<file path="src/rtl/acia_host_if.sv">
// acia_host_if: signal bundle between acia_host and its surroundings.
//
// Groups two sets of signals:
//   - the 6850 CPU-side register bus (n_rd, n_wr, regSel, data in/out, n_int);
//   - the byte streams (tx valid/ready, rx valid/ready) and init_done.
//
// Modports:
//   master : the acia_host side. It drives the UART strobes, tx_ready, the
//            rx stream and init_done.
//   slave  : the UART instance plus the stream clients.
interface acia_host_if;
  logic       acia_n_rd;
  logic       acia_n_wr;
  logic       acia_regSel;
  logic [7:0] acia_wdata;
  logic [7:0] acia_rdata;
  logic       acia_n_int;
  logic [7:0] tx_data;
  logic       tx_valid;
  logic       tx_ready;
  logic [7:0] rx_data;
  logic       rx_valid;
  logic       rx_ready;
  logic       init_done;

  modport master (
    output acia_n_rd, acia_n_wr, acia_regSel, acia_wdata,
    output tx_ready, rx_data, rx_valid, init_done,
    input  acia_rdata, acia_n_int, tx_data, tx_valid, rx_ready
  );

  modport slave (
    input  acia_n_rd, acia_n_wr, acia_regSel, acia_wdata,
    input  tx_ready, rx_data, rx_valid, init_done,
    output acia_rdata, acia_n_int, tx_data, tx_valid, rx_ready
  );
endinterface

</file>
<file path="src/rtl/acia_host.sv">
// acia_host: bus master for the CPU-side register port of a 6850-compatible
// UART. It lets on-chip logic use the UART through byte-wide valid/ready
// streams instead of a Z80.
//
// Ports:
//   clk   - system clock (the UART's clock); all logic uses the rising edge.
//   reset - synchronous, active-high reset.
//   bus   - acia_host_if.master, which carries:
//             - the UART strobes, regSel and data in/out, and n_int;
//             - the tx/rx streams;
//             - init_done.
//
// Every register access uses one shared bus cycle:
//   SETUP  (SETUP_CYCLES)  : address and data driven, strobes high.
//   STROBE (STROBE_CYCLES) : one strobe low. Read data is sampled on the last
//                            strobe cycle.
//   HOLD   (1 cycle)       : strobes high, address and data unchanged.
//
// Optional feature, macro ACIA_HOST_IRQ_EN:
//   - RUN_CTRL bit 7 is forced to 1.
//   - acia_n_int is synchronised.
//   - IDLE waits for an interrupt or for pending tx data instead of polling
//     continuously, and no poll gap is inserted.
//   With the macro undefined, acia_n_int is ignored.
module acia_host #(
  parameter int         SETUP_CYCLES  = 1,
  parameter int         STROBE_CYCLES = 4,
  parameter logic [7:0] INIT_CTRL     = 8'h95,
  parameter logic [7:0] RUN_CTRL      = 8'h16,
  parameter int         POLL_GAP      = 2
) (
  input  logic        clk,
  input  logic        reset,
  acia_host_if.master bus
);

  typedef enum logic [2:0] {
    INIT_RST, INIT_CFG, IDLE, STAT_RD, DECIDE, DATA_RD, DATA_WR, GAP
  } state_t;

  typedef enum logic [1:0] {PH_SETUP, PH_STROBE, PH_HOLD} phase_t;

  state_t     state_q, state_d;
  phase_t     phase_q, phase_d;
  logic [7:0] cnt_q, cnt_d;
  logic       tx_pri_q;      // 1: tx wins the next tie, 0: rx wins
  logic       init_done_q;
  logic       rx_valid_q;
  logic [7:0] rx_data_q;
  logic [7:0] status_q;
  logic [7:0] wbyte_q;
  logic       start_poll;

`ifdef ACIA_HOST_IRQ_EN
  localparam logic [7:0] RUN_WORD = RUN_CTRL | 8'h80;
  localparam bit         USE_GAP  = 1'b0;

  logic n_int_s1, n_int_s2;

  always_ff @(posedge clk) begin
    if (reset) begin
      n_int_s1 <= 1'b1;
      n_int_s2 <= 1'b1;
    end else begin
      n_int_s1 <= bus.acia_n_int;
      n_int_s2 <= n_int_s1;
    end
  end

  assign start_poll = ~n_int_s2 | bus.tx_valid;
`else
  localparam logic [7:0] RUN_WORD = RUN_CTRL;
  localparam bit         USE_GAP  = (POLL_GAP > 0);

  logic unused_n_int;
  assign unused_n_int = bus.acia_n_int;
  assign start_poll   = 1'b1;
`endif

  logic bus_state, wr_state, strobe_on, setup_end, strobe_end;
  logic rx_ok, tx_ok, rx_win, tx_win;

  assign bus_state  = (state_q == INIT_RST) || (state_q == INIT_CFG) ||
                      (state_q == STAT_RD)  || (state_q == DATA_RD)  ||
                      (state_q == DATA_WR);
  assign wr_state   = (state_q == INIT_RST) || (state_q == INIT_CFG) ||
                      (state_q == DATA_WR);
  assign strobe_on  = bus_state && (phase_q == PH_STROBE);
  assign setup_end  = (phase_q == PH_SETUP)  && (cnt_q == 8'(SETUP_CYCLES - 1));
  assign strobe_end = (phase_q == PH_STROBE) && (cnt_q == 8'(STROBE_CYCLES - 1));

  // Arbitration. On a tie, the direction that was not served last wins.
  assign rx_ok  = status_q[0] & ~rx_valid_q;
  assign tx_ok  = status_q[1] & bus.tx_valid;
  assign rx_win = rx_ok & (~tx_ok | ~tx_pri_q);
  assign tx_win = tx_ok & ~rx_win;

  // Control state register
  always_ff @(posedge clk) begin
    if (reset) begin
      state_q <= INIT_RST;
      phase_q <= PH_SETUP;
      cnt_q   <= 8'd0;
    end else begin
      state_q <= state_d;
      phase_q <= phase_d;
      cnt_q   <= cnt_d;
    end
  end

  // Next state
  always_comb begin
    state_d = state_q;
    phase_d = phase_q;
    cnt_d   = cnt_q;
    if (bus_state) begin
      case (phase_q)
        PH_SETUP: begin
          if (setup_end) begin
            phase_d = PH_STROBE;
            cnt_d   = 8'd0;
          end else begin
            cnt_d = cnt_q + 8'd1;
          end
        end
        PH_STROBE: begin
          if (strobe_end) begin
            phase_d = PH_HOLD;
            cnt_d   = 8'd0;
          end else begin
            cnt_d = cnt_q + 8'd1;
          end
        end
        default: begin
          phase_d = PH_SETUP;
          cnt_d   = 8'd0;
          case (state_q)
            INIT_RST: state_d = INIT_CFG;
            INIT_CFG: state_d = IDLE;
            STAT_RD:  state_d = DECIDE;
            default:  state_d = IDLE;
          endcase
        end
      endcase
    end else begin
      phase_d = PH_SETUP;
      case (state_q)
        IDLE: begin
          cnt_d = 8'd0;
          if (start_poll) state_d = STAT_RD;
        end
        DECIDE: begin
          cnt_d = 8'd0;
          if (rx_win)       state_d = DATA_RD;
          else if (tx_win)  state_d = DATA_WR;
          else if (USE_GAP) state_d = GAP;
          else              state_d = IDLE;
        end
        default: begin
          if (cnt_q == 8'(POLL_GAP - 1)) begin
            state_d = IDLE;
            cnt_d   = 8'd0;
          end else begin
            cnt_d = cnt_q + 8'd1;
          end
        end
      endcase
    end
  end

  // Bus and stream outputs. wdata shows zero while reset is held, then the
  // init word from cycle 0 so it is already valid during the first SETUP.
  always_comb begin
    bus.acia_n_wr   = ~(strobe_on & wr_state);
    bus.acia_n_rd   = ~(strobe_on & ~wr_state);
    bus.acia_regSel = (state_q == DATA_RD) || (state_q == DATA_WR);
    bus.acia_wdata  = 8'h00;
    if (!reset) begin
      case (state_q)
        INIT_RST: bus.acia_wdata = INIT_CTRL;
        INIT_CFG: bus.acia_wdata = RUN_WORD;
        DATA_WR:  bus.acia_wdata = wbyte_q;
        default:  bus.acia_wdata = 8'h00;
      endcase
    end
    bus.tx_ready  = (state_q == DECIDE) && tx_win;
    bus.rx_valid  = rx_valid_q;
    bus.rx_data   = rx_data_q;
    bus.init_done = init_done_q;
  end

  // Stream side and priority tracking
  always_ff @(posedge clk) begin
    if (reset) begin
      rx_valid_q  <= 1'b0;
      rx_data_q   <= 8'h00;
      tx_pri_q    <= 1'b0;
      init_done_q <= 1'b0;
    end else begin
      if ((state_q == DATA_RD) && strobe_end) begin
        rx_data_q  <= bus.acia_rdata;
        rx_valid_q <= 1'b1;
      end else if (rx_valid_q && bus.rx_ready) begin
        rx_valid_q <= 1'b0;
      end
      if (state_q == DECIDE) begin
        if (rx_win)      tx_pri_q <= 1'b1;
        else if (tx_win) tx_pri_q <= 1'b0;
      end
      if ((state_q == INIT_CFG) && (phase_q == PH_HOLD)) init_done_q <= 1'b1;
    end
  end

  // Data captures. These are only consumed after the state that fills them.
  always_ff @(posedge clk) begin
    if ((state_q == STAT_RD) && strobe_end) status_q <= bus.acia_rdata;
    if (bus.tx_ready) wbyte_q <= bus.tx_data;
  end

endmodule

</file>
<file path="src/flat_wrapper.sv">
// flat-port wrapper written by rule: the top's interface ports become plain ports
module acia_host_flat 
#(
  parameter int         SETUP_CYCLES  = 1,
  parameter int         STROBE_CYCLES = 4,
  parameter logic [7:0] INIT_CTRL     = 8'h95,
  parameter logic [7:0] RUN_CTRL      = 8'h16,
  parameter int         POLL_GAP      = 2
)
  (clk, reset, bus_acia_n_rd, bus_acia_n_wr, bus_acia_regSel, bus_acia_wdata, bus_tx_ready, bus_rx_data, bus_rx_valid, bus_init_done, bus_acia_rdata, bus_acia_n_int, bus_tx_data, bus_tx_valid, bus_rx_ready);
  acia_host_if bus_i ();
  input  logic clk;
  input  logic reset;
  output wire logic [$bits(bus_i.acia_n_rd)-1:0] bus_acia_n_rd;
  output wire logic [$bits(bus_i.acia_n_wr)-1:0] bus_acia_n_wr;
  output wire logic [$bits(bus_i.acia_regSel)-1:0] bus_acia_regSel;
  output wire logic [$bits(bus_i.acia_wdata)-1:0] bus_acia_wdata;
  output wire logic [$bits(bus_i.tx_ready)-1:0] bus_tx_ready;
  output wire logic [$bits(bus_i.rx_data)-1:0] bus_rx_data;
  output wire logic [$bits(bus_i.rx_valid)-1:0] bus_rx_valid;
  output wire logic [$bits(bus_i.init_done)-1:0] bus_init_done;
  input wire logic [$bits(bus_i.acia_rdata)-1:0] bus_acia_rdata;
  input wire logic [$bits(bus_i.acia_n_int)-1:0] bus_acia_n_int;
  input wire logic [$bits(bus_i.tx_data)-1:0] bus_tx_data;
  input wire logic [$bits(bus_i.tx_valid)-1:0] bus_tx_valid;
  input wire logic [$bits(bus_i.rx_ready)-1:0] bus_rx_ready;
  assign bus_acia_n_rd = bus_i.acia_n_rd;
  assign bus_acia_n_wr = bus_i.acia_n_wr;
  assign bus_acia_regSel = bus_i.acia_regSel;
  assign bus_acia_wdata = bus_i.acia_wdata;
  assign bus_tx_ready = bus_i.tx_ready;
  assign bus_rx_data = bus_i.rx_data;
  assign bus_rx_valid = bus_i.rx_valid;
  assign bus_init_done = bus_i.init_done;
  assign bus_i.acia_rdata = bus_acia_rdata;
  assign bus_i.acia_n_int = bus_acia_n_int;
  assign bus_i.tx_data = bus_tx_data;
  assign bus_i.tx_valid = bus_tx_valid;
  assign bus_i.rx_ready = bus_rx_ready;
  acia_host #(.SETUP_CYCLES(SETUP_CYCLES), .STROBE_CYCLES(STROBE_CYCLES), .INIT_CTRL(INIT_CTRL), .RUN_CTRL(RUN_CTRL), .POLL_GAP(POLL_GAP)) u_core (.clk(clk), .reset(reset), .bus(bus_i));
endmodule
</file>
<file path="config.mk">
export PLATFORM = sky130hd
export DESIGN_NAME = acia_host_flat
export DESIGN_NICKNAME = d
export VERILOG_FILES = /design/src/rtl/acia_host_if.sv /design/src/rtl/acia_host.sv /design/src/flat_wrapper.sv
export SDC_FILE = /design/constraint.sdc
export NUM_CORES = 1
export LEC_CHECK = 0
export CAP_MARGIN = 20
export CORE_MARGIN = 4
export CORE_UTILIZATION = 47
export CTS_BUF_LIST = sky130_fd_sc_hd__clkbuf_4 sky130_fd_sc_hd__clkbuf_8 sky130_fd_sc_hd__clkbuf_16
export DETAILED_ROUTE_END_ITERATION = 8
export PLACE_DENSITY = 0.89
export SETUP_SLACK_MARGIN = 0.5
export SLEW_MARGIN = 30
export SYNTH_ARGS = -nofsm -noshare
export SYNTH_HDL_FRONTEND = slang
export SYNTH_SLANG_ARGS = --single-unit
</file>
<file path="constraint.sdc">
create_clock -name clk -period 2 [get_ports clk]
set_clock_uncertainty 0.1 [all_clocks]
set_input_delay 0.4 -clock clk [delete_from_list [all_inputs] [get_ports clk]]
set_output_delay 0.4 -clock clk [all_outputs]
set_load 0.005 [all_outputs]
</file>
==> Word-level counts from Yosys, hierarchy flattened <==
Index checks and enable logic that the tools add are counted.
{ "totals": {"out_inout_bits": 22, "ff_bits": 34, "inputBits": 21} }
{ "op_classes": {"add_sub_neg": 1, "mux": 22, "eq_ne": 13, "n_reduce_logical": 26, "bitwise": 15} }
{ "op_table": {"columns": ["op", "n"], "rows": [
  ["$mux W8", 6],
  ["$pmux W8 S3", 1],
  ["$pmux W8 S2", 1],
  ["$mux W3", 4],
  ["$pmux W3 S2", 2],
  ["$eq A3 B3 Y1 const B", 3],
  ["$add A8 B1 Y8 const B", 1],
  ["$eq A8 B1 Y1 const B", 1],
  ["$eq A8 B2 Y1 const B", 1],
  ["$logic_and A1 B1 Y1", 8],
  ["$logic_not A8 Y1", 1],
  ["$not A1 Y1", 8],
  ["$and A1 B1 Y1", 6],
  ["$eq A3 B2 Y1 const B", 2],
  ["$logic_or A1 B1 Y1", 6],
  ["$reduce_and A2 Y1", 3],
  ["$reduce_or A2 Y1", 3],
  ["$mux W1", 5],
  ["$mux W2", 2],
  ["$ne A2 B1 Y1 const B", 2],
  ["$pmux W2 S2", 1],
  ["$reduce_bool A2 Y1", 2],
  ["$reduce_bool A4 Y1", 1],
  ["$eq A3 B1 Y1 const B", 1],
  ["6 further kinds", 6]
]} }

==> Longest topological paths before layout <==
Gate-level depths: netlist of run 1.
{ "logic_depth": {"word_depth": 10, "depth_mapped": 6, "ltp_nobuf": 6} }

==> Least setup slack after synthesis of run 1 <==
OpenSTA, ideal clock, no wires.
{ "synth_path": {"path_type": "register to register", "from": "register u_core.cnt_q[5]", "to": "register u_core.status_q[0], enable pin", "n_path_buf": 0, "path_stages_with_launch": 5, "t_arrival_ns": 1.249, "path_slack_ns": 0.322, "setup_ns": 0.329, "path_cell_list": "dfxtp_1 > nor4_2 > and2_1 > nand3_1 > nor3_1"} }
{ "synth_between": {"elab_chain_cells": 3} }
{ "synth_lines": {"columns": ["element", "line", "source"], "rows": [
  ["from (decl)", "acia_host.sv:45", "logic [7:0] cnt_q, cnt_d;"],
  ["from (signal assigned)", "acia_host.sv:107", "cnt_q <= cnt_d;"],
  ["$eq A8 B2 Y1", "acia_host.sv:90", "assign strobe_end = (phase_q == PH_STROBE) && (cnt_q == 8'(STROBE_CYCLES - 1));"],
  ["$logic_and A1 B1 Y1", "acia_host.sv:90", null],
  ["$logic_and A1 B1 Y1", "acia_host.sv:216", "if ((state_q == STAT_RD) && strobe_end) status_q <= bus.acia_rdata;"],
  ["to (signal assigned)", "acia_host.sv:216", null],
  ["to (decl)", "acia_host.sv:50", "logic [7:0] status_q;"]
]} }
Every way passes these cells.
A chain may end at the register's enable or synchronous reset.

==> Final worst setup path of run 1 <==
{ "layout_path": {"from": "register u_core.state_q[0]", "to": "output bus_tx_ready"} }
{ "layout_between": {"elab_chain_cells": 2} }
{ "layout_lines": {"columns": ["element", "line", "source"], "rows": [
  ["from (decl)", "acia_host.sv:43", "state_t state_q, state_d;"],
  ["from (signal assigned)", "acia_host.sv:105", "state_q <= state_d;"],
  ["$eq A3 B3 Y1", "acia_host.sv:186", "bus.tx_ready = (state_q == DECIDE) && tx_win;"],
  ["$logic_and A1 B1 Y1", "acia_host.sv:186", null],
  ["to (decl)", "flat_wrapper.sv:18", "output wire logic [$bits(bus_i.tx_ready)-1:0] bus_tx_ready;"]
]} }
Every way passes these cells.

==> results.sh, run 1 <==
export IMPL_status="finished, final reports clean"
export IMPL_antenna_found_initial=0
export IMPL_drv_slew=0
export IMPL_synth_top_area_share_pct=30.14
export IMPL_synth_cells=156
export IMPL_avgRoutedWirePerCell_um=21.85
export IMPL_p_leak_nw=1.177
export IMPL_cts_buffers_inserted=5
export IMPL_hold_start="u_core.bus.init_done"
export IMPL_hold_slack_ns=0.3885
export IMPL_numPortBuffers=41
export IMPL_drt_iter0_markers=157
export IMPL_synth_xor_area_share_pct=4.396
export IMPL_synth_enable_flop_cells=10
export IMPL_grt_use_met1_pct=28.75
export IMPL_critPathArrivalTime_ns=1.45
export IMPL_design_area_sq_um=2739
export IMPL_clock_sinks=34
export IMPL_ys_ff_latch=34
export IMPL_cts_root_buf="clkbuf_4"
export IMPL_syn_to_final_growth_pct=71.82
export IMPL_io_pins=43
export IMPL_synthArstFlopShare_pct=0
export IMPL_grt_usage_pct=24.93
export IMPL_critPathSlowestCell="dfxtp_4"
export IMPL_routed_via_count=1622
export IMPL_synthTopCellsByArea="dfxtp_1 (30%), edfxtp_1 (19%), nor2_1 (5.7%), mux2i_1 (5.0%), nand3_1 (3.5%)"
export IMPL_final_cells=286
export IMPL_grt_pass1_wl_mm=8.052
export IMPL_die_area_sq_um=4387
export IMPL_max_stage_delay_ns=0.38
export IMPL_clk_insertion_delay_late_ns=0.35
export IMPL_finalPower_mw=1.450
export IMPL_finalWorstSetupSlack_ns=0.05083
export IMPL_antenna_cells=0
export IMPL_fin_crit_ns=1.949
export IMPL_grt_busiest_layer="met2"
export IMPL_synth_simple_area_share_pct=21.35
export IMPL_place_area_sq_um=2138
export IMPL_setup_viol_count_final=0
export IMPL_grt_overflow_total=0
export IMPL_yosys_warnings=0
export IMPL_num_rows=20
export IMPL_relSlewSlack_pct=67.51
export IMPL_cts_tree="built"
export IMPL_vdd_drop_max_mv=0.5339
export IMPL_fin_setup_tns_ns=0
export IMPL_grt_pass1_vias=1618
export IMPL_fmax_ghz=0.5130
export IMPL_initial_core_util_pct=50.56
export IMPL_min_path_type="reg -> reg"
export IMPL_dpl_cell_count=244
export IMPL_crit_top_cell="buf_6"
export IMPL_tightest_slew_ns=0.4855
export IMPL_die_h_um=66.24
export IMPL_path_clk_slew_ns=0.11
export IMPL_dr_pass1_iters=4
export IMPL_globalRouteMet3Util_pct=6.463
export IMPL_grt_start_max_net_pins=18
export IMPL_syn_area_per_cell_sq_um=10.22
export IMPL_design_core_area_sq_um=3153
export IMPL_drive_gt1_share_pct=51.24
export IMPL_syn_area_sq_um=1594
export IMPL_critPathCaptureType="output pin"
export IMPL_worstReg2RegStart="u_core.state_q[1]"
export IMPL_rsz0062_at_grt="yes"
export IMPL_synth_seq_area_share_pct=48.98
export IMPL_worstPathMaxFanout=4
export IMPL_synth_compound_area_share_pct=11.70
export IMPL_h_tree_depth=2
export IMPL_cp_required_ns=1.50
export IMPL_drtAntennaViolNets=0
export IMPL_die_width_um=66.24
export IMPL_crit_chain="buf_6 -> nor3b_4 -> o2111a_2 -> buf_6"
export IMPL_drt_total_wl_mm=6.248
export IMPL_post_route_util_pct=86.87
export IMPL_synthAdderAreaFrac_pct=3.061
export IMPL_post_route_period_util_pct=97.46
export IMPL_viasPerCell=5.671
export IMPL_maxCapViolCount=0
export IMPL_cp_start_kind="flip-flop"
export IMPL_synth_top_flop_cell="dfxtp_1"
export IMPL_synthesis_nets=180
export IMPL_dpl_worst_slack_ns=-0.3065
export IMPL_final_hold_viol_count=0
export IMPL_dpl_hpwl_mm=3.079
export IMPL_yosysTopAreaCell="dfxtp_1"
export IMPL_use_met2_pct=42.26
export IMPL_synth_cell_type_count=41
export IMPL_drc=0
export IMPL_cts_buffer_depth=2
export IMPL_gp_congestion=0.8140
export IMPL_synth_commonest_cells="dfxtp_1 (24), nor2_1 (24), nand3_1 (11)"
export IMPL_crit_start="u_core.state_q[0]"
export IMPL_muxShareOfSynthArea_pct=5.730
export IMPL_synth_top_family_by_area="simple AND/OR/NAND/NOR gates"
export IMPL_crit_type="reg -> out"
export IMPL_power_density_nw_per_um2=529.5
export IMPL_final_nets=266
## where the power goes
part           internal [mW]  switching, mW
logic                  0.141          0.159
registers              0.723         0.0345
clock network          0.160          0.233
## state kept, by name, summed over array words and instances, names as in the netlist
name	count
u_core.state_q	3
u_core.wbyte_q	8
u_core.status_q	2
u_core.bus.rx_valid	1
u_core.cnt_q	8
u_core.bus.rx_data	8
u_core.bus.init_done	1
u_core.tx_pri_q	1
u_core.phase_q	2
## final timing paths
path                                         endpoint  slack (ns)  depth (start not counted)
worst max-delay path                     bus_tx_ready        0.05                          4
worst min-delay path             u_core.bus.init_done        0.39                          2
worst max register to register  u_core.bus.rx_data[5]        0.14                          8
worst min register to register   u_core.bus.init_done        0.39                          2
## critical path, delay by kind of cell (launching register included)
family	cells	cell delay (ns)
simple gates	1	0.20
flops	1	0.38
buf+inv	2	0.25
compound gates	1	0.28
## placed cells by master, fill, tap and decap left out, types with 3 or more instances in the layout
cell	n
a21oi_2	6
nor2_1	16
nand3_1	8
nor3_1	4
dfxtp_2	5
buf_6	23
clkbuf_4	7
a21oi_1	3
dfxtp_1	14
mux2i_1	6
edfxtp_1	10
inv_1	5
dlygate4sd2_1	11
buf_4	25
nand2b_1	3
dfxtp_4	5
xor2_1	5
nor2_2	6
buf_2	7
and3_4	3
clkdlybuf4s50_1	18
## layout make-up
type | count | area [sq um]
clock buffers | 7 | 52.55
fillers | 155 | 414.1
inverters | 5 | 18.77
multi-input cells | 108 | 974.7
flip-flops and latches | 34 | 805.8
well taps | 44 | 55.05
repair buffers | 88 | 832.0
## kinds of logic (layout without fill, tap and decap cells)
family / after synthesis / in the layout
buffers and inverters: 14 / 100
and+or+nand+nor: 65 / 65
adders and majority gates: 4 / 4
muxes: 9 / 9
AOI/OAI and AO/OA: 22 / 22
xor gates and xnor gates: 8 / 8
DFF: 34 / 34
## routing by layer
layer	vias up	wire length (um)	share of wire [%]
li1	723	-	-
met1	805	2414	39
met2	71	3228	52
met3	23	339	5.4
met4	0	266	4.3
met5	-	0	0
## timing repair
action	4_1_cts	5_1_grt
gates resized for setup	98	44
buffers inserted	13	20
hold buffers	0	0
hold endpoints to repair	0	0
pin swaps	22	24
endpoints found under the setup margin	53	45
gates cloned	2	0
Note: power is estimated with default switching activity, not from simulation.
==> run 2, diff against run 1 <==
--- a/config.mk
+++ b/config.mk
@@ -6,7 +6,7 @@
 export NUM_CORES = 1
 export LEC_CHECK = 0
 export CAP_MARGIN = 20
-export CORE_MARGIN = 4
+export CORE_MARGIN = 8
 export CORE_UTILIZATION = 47
 export CTS_BUF_LIST = sky130_fd_sc_hd__clkbuf_4 sky130_fd_sc_hd__clkbuf_8 sky130_fd_sc_hd__clkbuf_16
 export DETAILED_ROUTE_END_ITERATION = 8
==> results.sh, run 2 (synthesized netlist as in run 1, its figures left out) <==
export IMPL_drive_gt1_share_pct=45.89
export IMPL_critPathArrivalTime_ns=1.42
export IMPL_hold_start="u_core.bus.init_done"
export IMPL_cts_buffers_inserted=5
export IMPL_rsz0062_at_grt="yes"
export IMPL_cts_root_buf="clkbuf_4"
export IMPL_wl_met2_mm=2.513
export IMPL_drt_total_wl_mm=5.002
export IMPL_crit_type="reg -> out"
export IMPL_numPortBuffers=41
export IMPL_syn_to_final_growth_pct=59.58
export IMPL_die_area_sq_um=5511
export IMPL_grt_pass1_vias=1475
export IMPL_num_rows=21
export IMPL_antenna_found_initial=0
export IMPL_tightest_slew_ns=0.4234
export IMPL_initial_core_util_pct=48.53
export IMPL_drt_iter0_markers=152
export IMPL_relSlewSlack_pct=71.78
export IMPL_design_core_area_sq_um=3284
export IMPL_routed_top_layer="met4"
export IMPL_drc=0
export IMPL_antenna_cells=0
export IMPL_n_fill_cell=200
export IMPL_status="finished, final reports clean"
export IMPL_dr_pass1_iters=4
export IMPL_drtAntennaViolNets=0
export IMPL_power_density_nw_per_um2=550.9
export IMPL_fin_crit_ns=1.921
export IMPL_post_route_period_util_pct=96.04
export IMPL_min_path_type="reg -> reg"
export IMPL_worstReg2RegStart="u_core.state_q[0]"
export IMPL_grt_pass1_wl_mm=7.189
export IMPL_fin_setup_tns_ns=0
export IMPL_dpl_cell_count=249
export IMPL_crit_start="u_core.state_q[1]"
export IMPL_die_width_um=74.24
export IMPL_final_cells=277
export IMPL_io_pins=43
export IMPL_cts_tree="built"
export IMPL_fmax_ghz=0.5206
export IMPL_path_clk_slew_ns=0.11
export IMPL_dr_wl_met3_um=371
export IMPL_die_h_um=74.24
export IMPL_dpl_hpwl_mm=2.860
export IMPL_met1_length_mm=1.975
export IMPL_setup_viol_count_final=0
export IMPL_drv_slew=0
export IMPL_vdd_drop_max_mv=0.4881
export IMPL_viasPerCell=5.440
export IMPL_final_cell_mix="nor2_1 (20), buf_4 (20), clkdlybuf4s50_1 (18)"
export IMPL_worstPathMaxFanout=6
export IMPL_cp_start_kind="flip-flop"
export IMPL_h_tree_depth=2
export IMPL_grt_overflow_total=0
export IMPL_avgRoutedWirePerCell_um=18.06
export IMPL_clock_sinks=34
export IMPL_cp_required_ns=1.50
export IMPL_grt_start_max_net_pins=16
export IMPL_hold_slack_ns=0.3847
export IMPL_routed_via_count=1507
export IMPL_p_leak_nw=1.094
export IMPL_cts_buffer_depth=2
export IMPL_final_nets=254
export IMPL_final_hold_viol_count=0
export IMPL_gp_congestion=0.8133
export IMPL_post_route_util_pct=77.45
export IMPL_maxCapViolCount=0
export IMPL_clk_insertion_delay_late_ns=0.34
export IMPL_grt_usage_pct=17.33
export IMPL_critPathCaptureType="output pin"
run 2: changes by cell type in the layout (fill, tap and decap cells not counted), sizes merged:
cell and delta:
clkdlybuf4s15 -1, buf -10, bufbuf -1, clkinv +2, clkbuf -1
run 2: through the flow:
stage / setup slack, ns / total power [mW] / instance area (sq um)
after floorplan: 0.4646 / 0.8929 / 1642
after global placement: -0.2287 / 0.9874 / 2163
after detailed placement: -0.2639 / 0.9950 / 2163
after CTS: 0.09279 / 1.375 / 2401
after global routing: 0.01221 / 1.459 / 2544
final: 0.07928 / 1.401 / 2544
run 2: timing repair:
item                       4_1_cts  5_1_grt
setup endpoints to repair       51       43
pin swaps                       22       15
hold buffers                     0        0
resized for setup               97       24
setup buffers                   15        5
run 2: cell type report:
cell class              instances  area [sq um]  area share (%)
clock buffers                   6         45.04           1.771
clock inverters                 2         13.76          0.5411
inverters                       5         18.77          0.7378
multi-input cells             108         934.6           36.74
flip-flops and latches         34         802.0           31.53
well taps                      46         57.56           2.263
repair buffers                 76         671.9           26.41
run 2: metal layers:
metal / vias to the layer above / global-route usage, %
li1: 701 / -
met1: 716 / 20.54
met2: 77 / 26.66
met3: 13 / 4.987
met4: 0 / 11.52
met5: - / 0
run 2: path summary, 6_finish.rpt:
kind                            slack (ns)              endpoint  cells past startpoint
worst max-delay path                  0.08     bus_acia_wdata[2]                      7
worst min-delay path                  0.38  u_core.bus.init_done                      2
worst max register to register        0.24       u_core.cnt_q[2]                      7
worst min register to register        0.38  u_core.bus.init_done                      2
run 2: report_power, final:
part	internal (mW)	switching, mW
clock	0.152	0.245
combinational	0.124	0.127
sequential	0.724	0.0291
run 2: critical path, stage by stage (launching register included):
cell     delay [ns]
dfxtp_2        0.37
buf_6          0.14
nor2_4         0.04
buf_6          0.12
buf_4          0.13
a21oi_2        0.10
nor2_1         0.06
buf_2          0.12
